`config.mk`:
```
export PLATFORM = sky130hd
export DESIGN_NAME = nr_iter_ctrl
export DESIGN_NICKNAME = d
export VERILOG_FILES = /design/src/rtl/nr_pkg.sv /design/src/rtl/nr_watchdog.sv /design/src/rtl/nr_iter_ctrl.sv
export SDC_FILE = /design/constraint.sdc
export NUM_CORES = 1
export LEC_CHECK = 0
export BUFFER_PORTS_ARGS = -buffer_cell sky130_fd_sc_hd__buf_2
export CORE_ASPECT_RATIO = 0.5
export CORE_MARGIN = 8
export CORE_UTILIZATION = 40
export CTS_BUF_LIST = sky130_fd_sc_hd__clkbuf_8
export CTS_CLUSTER_DIAMETER = 30
export DETAILED_ROUTE_END_ITERATION = 7
export PLACE_DENSITY = 0.65
export SYNTH_ARGS = -nofsm -noshare
export SYNTH_HDL_FRONTEND = slang
export SYNTH_SLANG_ARGS = --single-unit
```
`constraint.sdc`:
```
create_clock -name clk -period 2.3 [get_ports clk]
set_input_delay 0.46 -clock clk [delete_from_list [all_inputs] [get_ports clk]]
set_output_delay 0.46 -clock clk [all_outputs]
set_load 0.03 [all_outputs]
```
`src/rtl/nr_pkg.sv`:
```
// Shared types and defaults for the Newton-Raphson iteration sequencer.
// Latency: n/a (types only).
// Backpressure: n/a.
package nr_pkg;

  typedef enum logic [2:0] {
    S_IDLE,
    S_LOAD,
    S_EVAL,
    S_INV,
    S_UPD,
    S_CHECK,
    S_DONE,
    S_ERR
  } state_e;

  typedef struct packed {
    logic load_x0;
    logic eval_start;
    logic inv_start;
    logic x_upd_en;
  } strobe_t;

  localparam int STROBE_W        = $bits(strobe_t);
  localparam int DEF_MAX_ITER    = 16;
  localparam int DEF_ITER_W      = 5;
  localparam int DEF_TIMEOUT_CYC = 255;
  localparam int DEF_TO_W        = 8;

  // The only states in which the sequencer waits on the datapath.
  function automatic logic is_wait_state(input state_e s);
    return (s == S_EVAL) || (s == S_INV);
  endfunction

endpackage

```
`src/rtl/nr_watchdog.sv`:
```
// Wait-cycle watchdog: clear/enable/expire counter for datapath handshakes.
// Latency: expire is combinational on the TIMEOUT_CYC-th enabled cycle after clear.
// Backpressure: none; counter saturates until cleared.
module nr_watchdog
  import nr_pkg::*;
#(
  parameter int TIMEOUT_CYC = DEF_TIMEOUT_CYC,
  parameter int TO_W        = DEF_TO_W
) (
  input  logic clk,
  input  logic rst,
  input  logic clr,
  input  logic en,
  output logic expire
);

  localparam logic [TO_W-1:0] LAST_CNT = TO_W'(TIMEOUT_CYC - 1);

  logic [TO_W-1:0] cnt_q;
  logic [TO_W-1:0] cnt_d;

  always_comb begin
    cnt_d = cnt_q;
    if (clr) begin
      cnt_d = '0;
    end else if (en && (cnt_q != LAST_CNT)) begin
      cnt_d = cnt_q + 1'b1;
    end
  end

  always_ff @(posedge clk or negedge rst) begin
    if (!rst) begin
      cnt_q <= '0;
    end else begin
      cnt_q <= cnt_d;
    end
  end

  // The entry cycle counts as wait cycle zero, so the last allowed cycle sees LAST_CNT.
  assign expire = en && (cnt_q == LAST_CNT);

endmodule

```
`src/rtl/nr_iter_ctrl.sv`:
```
// Newton-Raphson solve sequencer: load x0, then eval -> inverse -> update -> check loop.
// Latency: start->load_x0 1 clk; one iteration is 4 clk with a zero-wait datapath.
// Backpressure: waits on eval_done/inv_valid with a watchdog; abort returns to IDLE.
module nr_iter_ctrl
  import nr_pkg::*;
#(
  parameter int MAX_ITER    = DEF_MAX_ITER,
  parameter int ITER_W      = DEF_ITER_W,
  parameter int TIMEOUT_CYC = DEF_TIMEOUT_CYC,
  parameter int TO_W        = DEF_TO_W
) (
  input  logic              clk,
  input  logic              rst,
  input  logic              start,
  input  logic              abort,
  input  logic              eval_done,
  input  logic              inv_valid,
  input  logic              conv_flag,
  output logic              load_x0,
  output logic              eval_start,
  output logic              inv_start,
  output logic              x_upd_en,
  output logic              busy,
  output logic              done,
  output logic              converged,
  output logic              err_timeout,
  output logic [ITER_W-1:0] iter_cnt
);

  localparam logic [ITER_W-1:0] ITER_LIMIT = ITER_W'(MAX_ITER);

  state_e              state_q, state_d;
  strobe_t             strb_q, strb_d;
  logic                busy_q, busy_d;
  logic                done_q, done_d;
  logic                conv_q, conv_d;
  logic                err_q, err_d;
  logic [ITER_W-1:0]   iter_q, iter_d;
  logic                wd_clr;
  logic                wd_en;
  logic                wd_expire;

  nr_watchdog #(
    .TIMEOUT_CYC (TIMEOUT_CYC),
    .TO_W        (TO_W)
  ) u_watchdog (
    .clk    (clk),
    .rst    (rst),
    .clr    (wd_clr),
    .en     (wd_en),
    .expire (wd_expire)
  );

  // Next state: abort outranks every completion, flag and watchdog event.
  always_comb begin
    state_d = state_q;
    if ((state_q != S_IDLE) && abort) begin
      state_d = S_IDLE;
    end else begin
      case (state_q)
        S_IDLE:  if (start) state_d = S_LOAD;
        S_LOAD:  state_d = S_EVAL;
        S_EVAL: begin
          if (eval_done)      state_d = S_INV;
          else if (wd_expire) state_d = S_ERR;
        end
        S_INV: begin
          if (inv_valid)      state_d = S_UPD;
          else if (wd_expire) state_d = S_ERR;
        end
        S_UPD:   state_d = S_CHECK;
        S_CHECK: begin
          if (conv_flag || (iter_q == ITER_LIMIT)) state_d = S_DONE;
          else                                     state_d = S_EVAL;
        end
        S_DONE:  state_d = S_IDLE;
        S_ERR:   state_d = S_IDLE;
        default: state_d = S_IDLE;
      endcase
    end
  end

  // Output decode from the transition so every strobe leaves a flop.
  always_comb begin
    strb_d            = '0;
    strb_d.load_x0    = (state_d == S_LOAD);
    strb_d.eval_start = (state_d == S_EVAL) && (state_q != S_EVAL);
    strb_d.inv_start  = (state_d == S_INV) && (state_q != S_INV);
    strb_d.x_upd_en   = (state_d == S_UPD);
    busy_d            = (state_d != S_IDLE);
    done_d            = (state_d == S_DONE);
    conv_d            = conv_q;
    err_d             = err_q;
    iter_d            = iter_q;

    if ((state_q == S_IDLE) && start) begin
      conv_d = 1'b0;
      err_d  = 1'b0;
      iter_d = '0;
    end
    if ((state_q != S_IDLE) && abort) begin
      conv_d = 1'b0;
    end
    // Counting on UPD entry keeps iter_cnt in step with the x_upd_en actually issued.
    if (state_d == S_UPD) begin
      iter_d = iter_q + 1'b1;
    end
    if ((state_q == S_CHECK) && (state_d == S_DONE)) begin
      conv_d = conv_flag;
    end
    if (state_d == S_ERR) begin
      err_d = 1'b1;
    end
  end

  assign wd_clr = strb_d.eval_start || strb_d.inv_start;
  assign wd_en  = is_wait_state(state_q);

  always_ff @(posedge clk or negedge rst) begin
    if (!rst) begin
      state_q <= S_IDLE;
      strb_q  <= '0;
      busy_q  <= 1'b0;
      done_q  <= 1'b0;
      conv_q  <= 1'b0;
      err_q   <= 1'b0;
      iter_q  <= '0;
    end else begin
      state_q <= state_d;
      strb_q  <= strb_d;
      busy_q  <= busy_d;
      done_q  <= done_d;
      conv_q  <= conv_d;
      err_q   <= err_d;
      iter_q  <= iter_d;
    end
  end

  assign load_x0     = strb_q.load_x0;
  assign eval_start  = strb_q.eval_start;
  assign inv_start   = strb_q.inv_start;
  assign x_upd_en    = strb_q.x_upd_en;
  assign busy        = busy_q;
  assign done        = done_q;
  assign converged   = conv_q;
  assign err_timeout = err_q;
  assign iter_cnt    = iter_q;

endmodule

```
==> flow_results.org, run 1 <==
** Status
- The flow ran to the end, and the final reports show no timing, DRC or antenna violations.

** Worst hold path
- Worst Hold Class :: input pin to asynchronous set/reset pin

** Cells and area
- The layout has 280 filler cells.
- Antenna Diode Count :: 0
- Summing all multi-input logic gate instances after layout gives ~560 um^2.
- Commonest non-fill, non-tap cells in the layout :: 24 x sky130_fd_sc_hd__dfrtp_1, 19 x sky130_fd_sc_hd__buf_2, 16 x sky130_fd_sc_hd__nor2_1, 10 x sky130_fd_sc_hd__inv_1
- Area of all sequential standard cells :: around 600 um^2
- Layout area overhead :: 18.7%
- Ratio of cells with drive above 1 in the final layout :: approximately a fifth
- Final net count :: roughly 160
- Leaving out fill and tap cells, the most frequent cell in the layout is sky130_fd_sc_hd__dfrtp_1.

** CTS
- Buffers added to address setup during post-CTS repair amount to 0.
- Clock Path Buffers :: 2
- Clock tree synthesis selected as its root buffer the cell sky130_fd_sc_hd__clkbuf_8.
- Counting every sink on the clock net gives 24.
- Count of H-tree levels built during CTS :: 1
- Clock transition at the register clock pins on the worst setup and hold paths after CTS :: roughly 0.09 ns
- Total CTS buffers :: 3
- Clock latency on the worst-skew pair, taken at its later pin, is roughly 0.26 ns.
- Clock tree from TritonCTS :: built

** Timing
- Part of the cycle the worst path needs :: between 80% and 90%
- The count of final max-slew check failures came to 0.
- Clock Skew :: roughly 0.0023 ns
- The clock period could shrink to about 2.0 ns.
- Final hold vios :: 0
- Final-layout setup total negative slack :: 0 ns
- For the pin with the worst max-slew slack, the measured transition is 0.568 ns.
- In this run the tightest slew margin relative to its limit is 62.1%.
- Worst hold slack :: ~0.16 ns
- Setup violations remaining at the end of the flow were counted as 0.
- Setup repair after global routing left no endpoint under its margin.
- Highest clock rate :: 497 MHz

** Flow run
- The tool flagged a number of max-cap violations equal to 0.

** Detailed routing
- Summed over all layers, the routed wires come to ~2600 um.
- Remaining antenna violation count :: 0
- For this run, design rule violations remaining after detail routing come to 0.
- The first TritonRoute pass finished after 4 iterations.
- Vias/cell :: approximately 5.2
- Total number of vias :: 962
- After the first detailed-routing iteration, the DRC count stood at 37.
- In the final routed layout, each cell accounts on average for ~14 um.

** Floorplan
- Vertical extent of the die :: between 50 and 60 um
- The floorplan step set the die width to roughly 94 um.
- Top-Level Pins :: 20
- Area of the die :: 5120 um^2
- Standard cell core area :: 2930 um^2
- In this run the core area contains 14 standard-cell rows.
- The initial utilization of the core area, before any placement, comes to between 40% and 50%.

** Synthesis
- The number of nets in the synthesized netlist is roughly 130.
- Post-Syn Area :: about 1200 um^2
- Sequential element share of the synthesized area :: between 40% and 50%
- In this run, synthesis produced a sequential element count of 24.
- After synthesis, the netlist uses 30 different library cells.
- Dividing the synthesized area by the synthesized cell count gives 9.86 um^2.
- Count of warnings emitted by yosys :: 0
- Synthesis produced a netlist whose cell count is 122.

** Power and ir drop
- Flop pwr share :: roughly two fifths
- Sw Ratio :: 36.9%
- Comb pwr share :: between 30% and 40%
- The share of total power dissipated in the clock network is 26.2%.
- Switching power of the nets :: around 0.52 mW
- Internal power summed over all cells :: roughly 0.89 mW
- Across the VDD grid, the largest voltage drop is ~0.32 mV.
- Pwr/cell area :: roughly 990 nW/um^2
- Leak pwr :: just over 0.7 nW

** Setup path
- Data on the critical path arrives at its endpoint at around 2.2 ns.
- Worst EP required :: 2.44 ns
- CP Capture Type :: register
- The setup check on the worst reg-to-reg path leaves a slack of 0.29 ns.
- Maximum fanout along the worst path :: 8
- Register-to-Register Path Depth :: 7
- Reg-to-reg endpoint :: u_watchdog.cnt_q[5]
- By startpoint and endpoint, the worst setup path is classified as register to register.
- Capture point of the worst path :: u_watchdog.cnt_q[5]
- Kind of start point of the critical path :: register
- In this run the critical register-to-register path is launched from iter_cnt[0].
- Critical Path Source :: iter_cnt[0]

** Place
- Detailed placement ended at an HPWL of around 2000 um.
- At the end of routability-driven placement, the weighted congestion stood at around 0.82.
- In this run the tool buffered the top-level ports with 19 buffer cells.

** Global routing
- Entering global routing, the biggest net connects 25 pins.
- The initial antenna violation count is 0.
- In the global route stage, overall resource usage came out at a little over a tenth.
- Global routing finished with a remaining overflow of 0.
- The first global-routing pass estimated roughly 4300 um of wire.
- The number of global-route vias before repair came to approximately 940.
power groups by stage:
stage,clock network (mW),registers (mW),logic [mW]
floorplan,0,0.632,0.282
global placement,0,0.597,0.447
detailed placement,0,0.598,0.455
CTS,0.378,0.590,0.455
global route,0.387,0.604,0.499
finish,0.370,0.591,0.453
routing by layer:
layer | global-route usage (%) | wire length, um | vias up
met3 | 3.42 | 130 | 2
met1 | 12.9 | 1210 | 468
met4 | 3.12 | 27 | 0
li1 | - | - | 475
met5 | 0 | 0 | -
met2 | 18.9 | 1240 | 17
through the flow:
stage	worst slack [ns]	cell area, um^2	utilization [%]	power (mW)	cells
2_1_floorplan	0.227	1200	-	0.914	122
3_3_place_gp	0.223	1360	46.3	1.04	182
3_5_place_dp	0.211	1360	46.3	1.05	182
4_1_cts	0.197	1430	48.8	1.42	186
5_1_grt	0.118	1430	48.8	1.49	186
6_report	0.289	1430	48.8	1.41	186
cell families (layout without fill, tap and decap cells):
| logic type | Yosys count | after routing | synth area share (%) |
|---|---|---|---|
| mux | 2 | 2 | 1.77 |
| buf+inv | 11 | 35 | 3.43 |
| xor+xnor | 10 | 10 | 7.28 |
| fa+ha+maj | 4 | 4 | 4.16 |
| flops | 24 | 24 | 49.9 |
| compound gates | 23 | 23 | 14.0 |
| simple gates | 48 | 48 | 19.4 |
worst min path at each step:
stage	slack, ns	from	end	cells past startpoint
5_1_grt	0.21	rst	u_watchdog.cnt_q[1]	1
4_1_cts	0.19	rst	u_watchdog.cnt_q[1]	1
3_5_place_dp	0.48	rst	u_watchdog.cnt_q[1]	1
6_report	0.16	rst	u_watchdog.cnt_q[1]	1
3_3_place_gp	0.47	rst	u_watchdog.cnt_q[0]	1
2_1_floorplan	0.16	rst	busy	0
state kept, by name (all words and copies together) (netlist names):
signal,count
u_watchdog.cnt_q,8
load_x0,1
err_timeout,1
x_upd_en,1
state_q,3
iter_cnt,5
busy,1
inv_start,1
eval_start,1
converged,1
done,1
cell usage after synthesis, drive strengths merged:
cell,instances,area (um^2)
xor2,7,61.3
mux2,1,11.3
nand2b,2,12.5
nand4,4,25.0
a211oi,3,22.5
a2111oi,1,8.76
nor3,2,10.0
and4,1,8.76
a21o,1,7.51
nand3,9,45.0
dfrtp,24,601
inv,11,41.3
nand4b,1,8.76
o21a,1,7.51
a22o,1,8.76
nor2,16,60.1
a22oi,1,7.51
nand2,9,33.8
o32ai,1,27.5
or3,2,12.5
o21ai,8,43.8
and3,1,6.26
o311a,1,10.0
xnor2,3,26.3
a21oi,5,25.0
mux2i,1,10.0
nor4bb,1,10.0
ha,4,50.1
what timing repair did:
| action | 4_1_cts | 5_1_grt |
|---|---|---|
| resized for setup | 0 | 1 |
| setup endpoints to repair | 0 | 1 |
| hold buffers | 0 | 0 |
critical path: stages, from the launching register on:
cell and delay [ns]:
sky130_fd_sc_hd__dfrtp_1 0.39, sky130_fd_sc_hd__inv_1 0.08, sky130_fd_sc_hd__ha_1 0.19, sky130_fd_sc_hd__nor4bb_1 0.14, sky130_fd_sc_hd__o311a_1 0.31, sky130_fd_sc_hd__a22o_1 0.25, sky130_fd_sc_hd__o32ai_4 0.42, sky130_fd_sc_hd__nor2_1 0.10
area by class of cell:
cell class                 count  share of cell area, %
sequential                    24                   42.1
clock buffer                   3                   2.89
multi-input combinational     87                   39.4
clock inverter                 1                   2.10
inverter                      11                   2.89
timing repair buffer          20                   7.19
tap                           40                   3.51
(Power assumes the default switching activity.)
==> run 2: changes to the inputs <==
--- a/config.mk
+++ b/config.mk
@@ -12,6 +12,7 @@
 export CTS_BUF_LIST = sky130_fd_sc_hd__clkbuf_8
 export CTS_CLUSTER_DIAMETER = 30
 export DETAILED_ROUTE_END_ITERATION = 7
+export MAX_ROUTING_LAYER = met4
 export PLACE_DENSITY = 0.65
 export SYNTH_ARGS = -nofsm -noshare
 export SYNTH_HDL_FRONTEND = slang
==> run 2 against run 1 <==
Against the previous run:
- sequential power hardly changed
- total power hardly changed
- wire length stayed put
- die area stayed put
- critical path depth stayed put
- non-clock buffer count stayed put
- sequential share of layout area stayed put
- via count stayed put
- cell count stayed put
- sequential cell count stayed put
- worst setup slack hardly changed
- largest power group unchanged
- highest routed layer unchanged
==> flow_results.org, run 2 (synthesized netlist as in run 1, its figures left out) <==
** Timing
- The final cycle utilization of the critical path came to 87.4% (about the same).
- Finish-stage setup viols :: 0 (unchanged)
- The transition time at the pin with the least slew margin was 0.567 ns (-0.000711 ns).
- Relative slew slack :: 62.1% (about the same)
- The maximum clock frequency was 497 MHz (about the same).
- Clock Skew :: 0.00231 ns (-0.0000389 ns)
- The tightest hold margin was 0.159 ns (-0.0000340 ns).
- Final-layout setup total negative slack :: 0 ns (unchanged)
- RSZ-0062 raised after global routing :: false
- The final-report hold violation count is 0 (unchanged).
- The final critical path time including I/O delays and setup came to 2.01 ns (-0.0000730 ns).
- Slew Limit Fails :: 0 (unchanged)

** Place
- The detailed placer's ending HPWL was 1960 um (unchanged).
- The count of input and output buffers was 19 (unchanged).
- Gp weighted congestion :: 0.836 (+1.5%)

** Setup path
- The number of buffer and inverter instances along the worst setup path came to 1 (unchanged).
- CP Capture Type :: register
- Maximum fanout along the worst path :: 8 (unchanged)
- Cell type group with the largest total delay on the critical path :: compound AO/OA/AOI/OAI gates
- The worst setup path is of the register to register kind.
- The slowest stage of the critical path is the sky130_fd_sc_hd__o32ai_4 cell.
- In this run the critical register-to-register path is launched from iter_cnt[0].
- Cell Chain, Critical Path :: inv_1 > ha_1 > nor4bb_1 > o311a_1 > a22o_1 > o32ai_4 > nor2_1
- The delay contributed by the slowest stage of the critical path came to 0.42 ns (about the same).
- The critical path arrival came to 2.15 ns (about the same).
- The worst setup path is launched from a register.
- Worst EP required :: 2.44 ns (about the same)
- Critical Path Source :: iter_cnt[0]

** Cells and area
- Ratio of cells with drive above 1 in the final layout :: 19.2% (unchanged)
- Layout area overhead :: 18.7% (unchanged)
- Top register by number of flip-flops :: u_watchdog.cnt_q
- Fill count :: 280 (unchanged)
- Leading cell type in the layout, fill and taps excluded :: sky130_fd_sc_hd__dfrtp_1
- The register area was 601 um^2 (unchanged).
- The number of flip-flops under the largest register name is 8 (unchanged).
- In the layout the commonest cells are 24 x sky130_fd_sc_hd__dfrtp_1, 19 x sky130_fd_sc_hd__buf_2, 16 x sky130_fd_sc_hd__nor2_1, 10 x sky130_fd_sc_hd__inv_1.
- Antenna Diode Count :: 0 (unchanged)
- The final layout net count came to 158 (unchanged).
- Multi-input gate area in the final layout :: 562 um^2 (unchanged)

** Status
- Outcome :: completed

** Floorplan
- The starting density of the core was 41.1% (unchanged).
- Top-Level Pins :: 20 (unchanged)
- Width of the die :: 93.5 um (unchanged)
- The area enclosed by the die boundary came to 5120 um^2 (unchanged).
- The height of the die is 54.8 um (unchanged).
- Standard cell core area :: 2930 um^2 (unchanged)
- The placement row count is 14 (unchanged).

** CTS
- The buffer levels on the longest clock path came to 2 (unchanged).
- The tree is rooted in a sky130_fd_sc_hd__clkbuf_8.
- Clock tree from TritonCTS :: built
- Count of clock tree sinks :: 24 (unchanged)
- Total CTS buffers :: 3 (unchanged)
- The clock latency on the worst-skew pair came to 0.26 ns (about the same).
- Count of H-tree levels built during CTS :: 1 (unchanged)
- Clock transition at the register clock pins on the worst setup and hold paths after CTS :: 0.09 ns (about the same)

** Power and ir drop
- Portion of total power attributed to the clock network :: 26.2% (about the same)
- Internal power summed over all cells :: 0.892 mW (about the same)
- The net switching power of the design came to 0.522 mW (about the same).
- The worst voltage drop across the vdd grid is 0.322 mV (about the same).
- Pwr/cell area :: 990 nW/um^2 (about the same)
- The combinational cell fraction of total power came to 32.0% (about the same).
- The leakage component of the power came to 0.716 nW (unchanged).
- The sequential fraction of design power was 41.8% (about the same).
- The switching part of the total power came to 36.9% (about the same).

** Detailed routing
- Vias/cell :: 5.17 (unchanged)
- The number of detailed-route iterations in the first pass came to 4 (unchanged).
- Violation count after the first detailed-route iteration :: 37 (unchanged)
- Total number of vias :: 962 (unchanged)
- The total wire length after detailed routing was 2600 um (unchanged).
- # DRC :: 0 (unchanged)
- The final antenna-violating net count came to 0 (unchanged).
- Routed length per placed instance :: 14.0 um (unchanged)

** Global routing
- Maximum number of pins on one net before global-route repair :: 25 (unchanged)
- Total routing usage reported by global routing :: 11.2% (+0.36 points)
- The number of global-route vias before repair was 945 (+0.11%).
- The initial antenna violation count came to 0 (unchanged).
- The remaining global-route overflow was 0 (unchanged).
- Global-route wire length before repair :: 4330 um (unchanged)

** Worst hold path
- The min-delay analysis places its worst path in the category input pin to asynchronous set/reset pin.

** Flow run
- The number of max-cap violations was 0 (unchanged).
## run 2: what timing repair did
item	4_1_cts	5_1_grt
hold buffers	0	0
resized for setup	0	1
buffers inserted	0	0
endpoints found under the setup margin	0	1
## run 2: final timing paths
path                                  endpoint  slack [ns]  depth (start not counted)
setup / recovery           u_watchdog.cnt_q[5]        0.29                          7
hold / removal             u_watchdog.cnt_q[1]        0.16                          1
setup reg to reg           u_watchdog.cnt_q[5]        0.29                          7
hold reg to reg                    err_timeout        0.50                          2
max in group asynchronous          iter_cnt[3]        1.78                          1
min in group clk                     converged        0.46                          2
## run 2: metrics by stage
stage	util, %	setup slack (ns)	power [mW]	instance area [um^2]	instances
floorplan	-	0.227	0.914	1200	122
detailed placement	46.3	0.211	1.05	1360	182
finish	48.8	0.289	1.41	1430	186
global placement	46.3	0.223	1.04	1360	182
CTS	48.8	0.197	1.42	1430	186
global route	48.8	0.118	1.49	1430	186
## run 2: per-layer routing
metal	part of all wire, %	vias up	global-route usage [%]
met2	48	17	18.9
li1	-	475	-
met1	46	468	12.9
met5	0	-	-
met4	1.0	0	3.12
met3	5.0	2	3.42
## run 2: final cells by class
cell class	count	area share [%]
clock buffer	3	2.89
clock inverter	1	2.10
inverter	11	2.89
multi-input combinational	87	39.4
sequential	24	42.1
tap	40	3.51
timing repair buffer	20	7.19
## run 2: power by group through the flow
stage	clock (mW)	combinational, mW	sequential (mW)
after CTS	0.378	0.455	0.590
after global routing	0.387	0.499	0.604
after floorplan	0	0.282	0.632
final	0.370	0.453	0.591
after global placement	0	0.447	0.597
after detailed placement	0	0.455	0.598
==> run 3: changes to the inputs <==
--- a/config.mk
+++ b/config.mk
@@ -7,12 +7,10 @@
 export LEC_CHECK = 0
 export BUFFER_PORTS_ARGS = -buffer_cell sky130_fd_sc_hd__buf_2
 export CORE_ASPECT_RATIO = 0.5
-export CORE_MARGIN = 8
 export CORE_UTILIZATION = 40
 export CTS_BUF_LIST = sky130_fd_sc_hd__clkbuf_8
 export CTS_CLUSTER_DIAMETER = 30
 export DETAILED_ROUTE_END_ITERATION = 7
-export MAX_ROUTING_LAYER = met4
 export PLACE_DENSITY = 0.65
 export SYNTH_ARGS = -nofsm -noshare
 export SYNTH_HDL_FRONTEND = slang
==> run 3 against run 2 <==
Against the previous run:
- combinational power decreased by 4%
- die area decreased by 37%
- total power decreased by 7.4%
- via count decreased by 4.0%
- global-route usage increased by 4.4 points
- wire length decreased by 14%
- critical path type unchanged
- largest cell class unchanged
- largest power group unchanged
==> flow_results.org, run 3 (synthesized netlist as in run 1, its figures left out) <==
** CTS
- The post-CTS clock slew at the launch and capture registers of the worst setup and hold paths came to 0.08 ns (about the same).
- Count of H-tree levels built during CTS :: 1 (unchanged)
- Hold-fix buffer count after cts :: 0 (unchanged)
- Count of clock tree sinks :: 24 (unchanged)
- The clock latency on the worst-skew pair came to 0.26 ns (about the same).
- The number of setup buffers added after CTS is 0 (unchanged).
- TritonCTS built the clock tree.
- The quantity of gates resized following cts came to 0 (unchanged).
- Master cell of the clock root buffer :: sky130_fd_sc_hd__clkbuf_8
- The buffer levels on the longest clock path was 2 (unchanged).
- The TritonCTS buffer count is 3 (unchanged).

** Setup path
- The endpoint identified for the worst register-to-register timing path is u_watchdog.cnt_q[7].
- Kind of start point of the critical path :: register
- The worst setup path is captured at a register.
- The critical path is of the register to register type.
- The logic depth of the worst register-to-register path was 7 (unchanged).
- Arrival time reported for the critical path endpoint :: 2.17 ns (+0.02 ns)
- Worst EP required :: 2.44 ns (about the same)
- Worst reg2reg startpoint :: u_watchdog.cnt_q[0]
- Maximum fanout along the worst path :: 5 (-3)
- FF-to-FF setup slack :: 0.27 ns (-0.02 ns)

** Cells and area
- The library cell used most frequently in the layout, excluding fill and tap cells, is sky130_fd_sc_hd__dfrtp_1.
- Antenna Diode Count :: 0 (unchanged)
- Layout area overhead :: 16.3%
- The number of non-filler instances in the completed layout is 182 (-2.2%).
- The top cell types in the final layout, fill and taps aside, are 24 x sky130_fd_sc_hd__dfrtp_1, 19 x sky130_fd_sc_hd__buf_2, 16 x sky130_fd_sc_hd__nor2_1, 10 x sky130_fd_sc_hd__inv_1.
- The share of layout cells above drive strength 1 was 18.6% (-0.56 points).
- The number of flip-flops under the largest register name is 8 (unchanged).
- Counting flops per register, the top entry is u_watchdog.cnt_q.
- The final layout net count was 157 (-0.63%).

** Global routing
- Global-route met1 utilization :: 22.6% (+9.7 points)
- The initial antenna violation count was 0 (unchanged).
- The overall routing resource usage was 15.5% (+4.4 points).
- Total grt overflow :: 0 (unchanged)
- GR met2 Demand/Resource :: 22.9% (+4.0 points)
- The global routing usage on met3 is 4.00% (+0.58 points).
- The first-pass GRT wire length was 3650 um (-16%).
- The pin count of the biggest net entering global routing is 25 (unchanged).
- met2 is the most crowded layer.
- The number of global-route vias before repair is 773 (-18%).

** Timing
- Finish-stage setup viols :: 0 (unchanged)
- The total negative setup slack came to 0 ns (unchanged).
- Clock Skew :: 0.00315 ns (+0.000843 ns)
- Setup slack after layout :: 0.269 ns (-0.0202 ns)
- Slew Limit Fails :: 0 (unchanged)
- The final critical path time including I/O delays and setup is 2.03 ns (+0.0202 ns).
- The final-report hold violation count came to 0 (unchanged).
- Worst-margin pin slew :: 0.674 ns (+0.106 ns)
- Part of the cycle the worst path needs :: 88.3% (+0.88 points)
- The worst slew margin relative to its limit was 53.9% (-8.2 points).
- The maximum clock frequency is 492 MHz (-0.99%).
- RSZ-0062 raised after global routing :: false

** Power and ir drop
- Portion of total power attributed to the clock network :: 21.6% (-4.6 points)
- Largest voltage drop on the vdd net :: 0.435 mV (+35%)
- The leakage component of the power came to 0.704 nW (-1.7%).
- The power per cell area was 936 nW/um^2 (-5.5%).
- The combinational cell fraction of total power was 33.4% (+1.4 points).
- Flop pwr share :: 45.1% (+3.3 points)
- The net switching power of the design is 0.503 mW (-3.7%).
- The switching part of the total power was 38.4% (+1.5 points).
- The internal power consumption was 0.806 mW (-9.7%).

** Floorplan
- Top-Level Pins :: 20 (unchanged)
- The placeable core region is 2720 um^2 (-7.1%).
- The height of the die is 40.8 um (-26%).
- The area enclosed by the die boundary came to 3240 um^2 (-37%).
- Row count :: 13 (-1)
- The die boundary width is 79.5 um (-15%).
- Starting Density :: 44.3% (+3.2 points)

** Place
- Gp weighted congestion :: 0.826 (-1.2%)
- The count of placed standard cells including taps was 178 (-2.2%).
- Number of I/O port buffers :: 19 (unchanged)
- HPWL after detailed placement :: 1700 um (-13%)
- Worst slack at placement :: 0.260 ns (+0.0494 ns)

** Detailed routing
- The total wire length after detailed routing came to 2240 um (-14%).
- Vias/cell :: 5.08 (-1.8%)
- # DRC :: 0 (unchanged)
- Remaining antenna violation count :: 0 (unchanged)
- The number of DRC violations after detailed-routing iteration 0 is 83 (+120%).
- Routed length per placed instance :: 12.3 um (-12%)
- The number of detailed-route iterations in the first pass was 4 (unchanged).
- The total vias in the final route came to 924 (-4.0%).

** Flow run
- Reported max-cap violation count :: 0 (unchanged)

** Worst hold path
- The path class of the tightest hold or removal check is input pin to asynchronous set/reset pin.

** Status
- Outcome :: completed
[run 3: worst max path at each step]
stage	start	end	slack, ns	cells after the start
after floorplan	iter_cnt[0]	u_watchdog.cnt_q[1]	0.23	7
after global placement	u_watchdog.cnt_q[0]	u_watchdog.cnt_q[7]	0.24	7
after detailed placement	u_watchdog.cnt_q[0]	u_watchdog.cnt_q[7]	0.26	7
after CTS	u_watchdog.cnt_q[0]	u_watchdog.cnt_q[7]	0.25	7
after global routing	u_watchdog.cnt_q[0]	u_watchdog.cnt_q[7]	0.03	7
final	u_watchdog.cnt_q[0]	u_watchdog.cnt_q[7]	0.27	7
[run 3: final cells by class]
class                           count  area (um^2)
Clock buffer                        4         55.1
Fill cell                         247         1320
Inverter                           11         41.3
Multi-Input combinational cell     87          561
Sequential cell                    24          601
Tap cell                           37         46.3
Timing Repair Buffer               19         95.1
[run 3: worst max-delay path: stages, from the launching register on]
cell and delay [ns]:
sky130_fd_sc_hd__dfrtp_1 0.44, sky130_fd_sc_hd__inv_1 0.07, sky130_fd_sc_hd__ha_1 0.21, sky130_fd_sc_hd__and3_1 0.19, sky130_fd_sc_hd__a2111oi_0 0.63, sky130_fd_sc_hd__nand3_1 0.17
sky130_fd_sc_hd__xor2_1 0.16, sky130_fd_sc_hd__nor2_1 0.05
[run 3: per-layer routing]
layer	up-vias	share of wire, %
li1	471	-
met2	18	41
met1	435	54
met3	0	4.1
met5	-	0
met4	0	0
[run 3: stage by stage]
step | hold slack [ns] | power [mW] | area [um^2] | utilization [%]
6_report | 0.167 | 1.31 | 1400 | 51.5
5_1_grt | 0.200 | 1.41 | 1400 | 51.5
4_1_cts | 0.183 | 1.32 | 1400 | 51.5
3_5_place_dp | 0.474 | 1.04 | 1340 | 49.5
3_3_place_gp | 0.473 | 1.03 | 1340 | 49.5
2_1_floorplan | 0.164 | 0.914 | 1200 | -
[run 3: power by group through the flow]
stage / logic [mW] / registers (mW) / clock network, mW
final: 0.436 / 0.590 / 0.282
after global routing: 0.489 / 0.607 / 0.310
after CTS: 0.439 / 0.591 / 0.292
after detailed placement: 0.436 / 0.599 / 0
after global placement: 0.432 / 0.599 / 0
after floorplan: 0.282 / 0.632 / 0
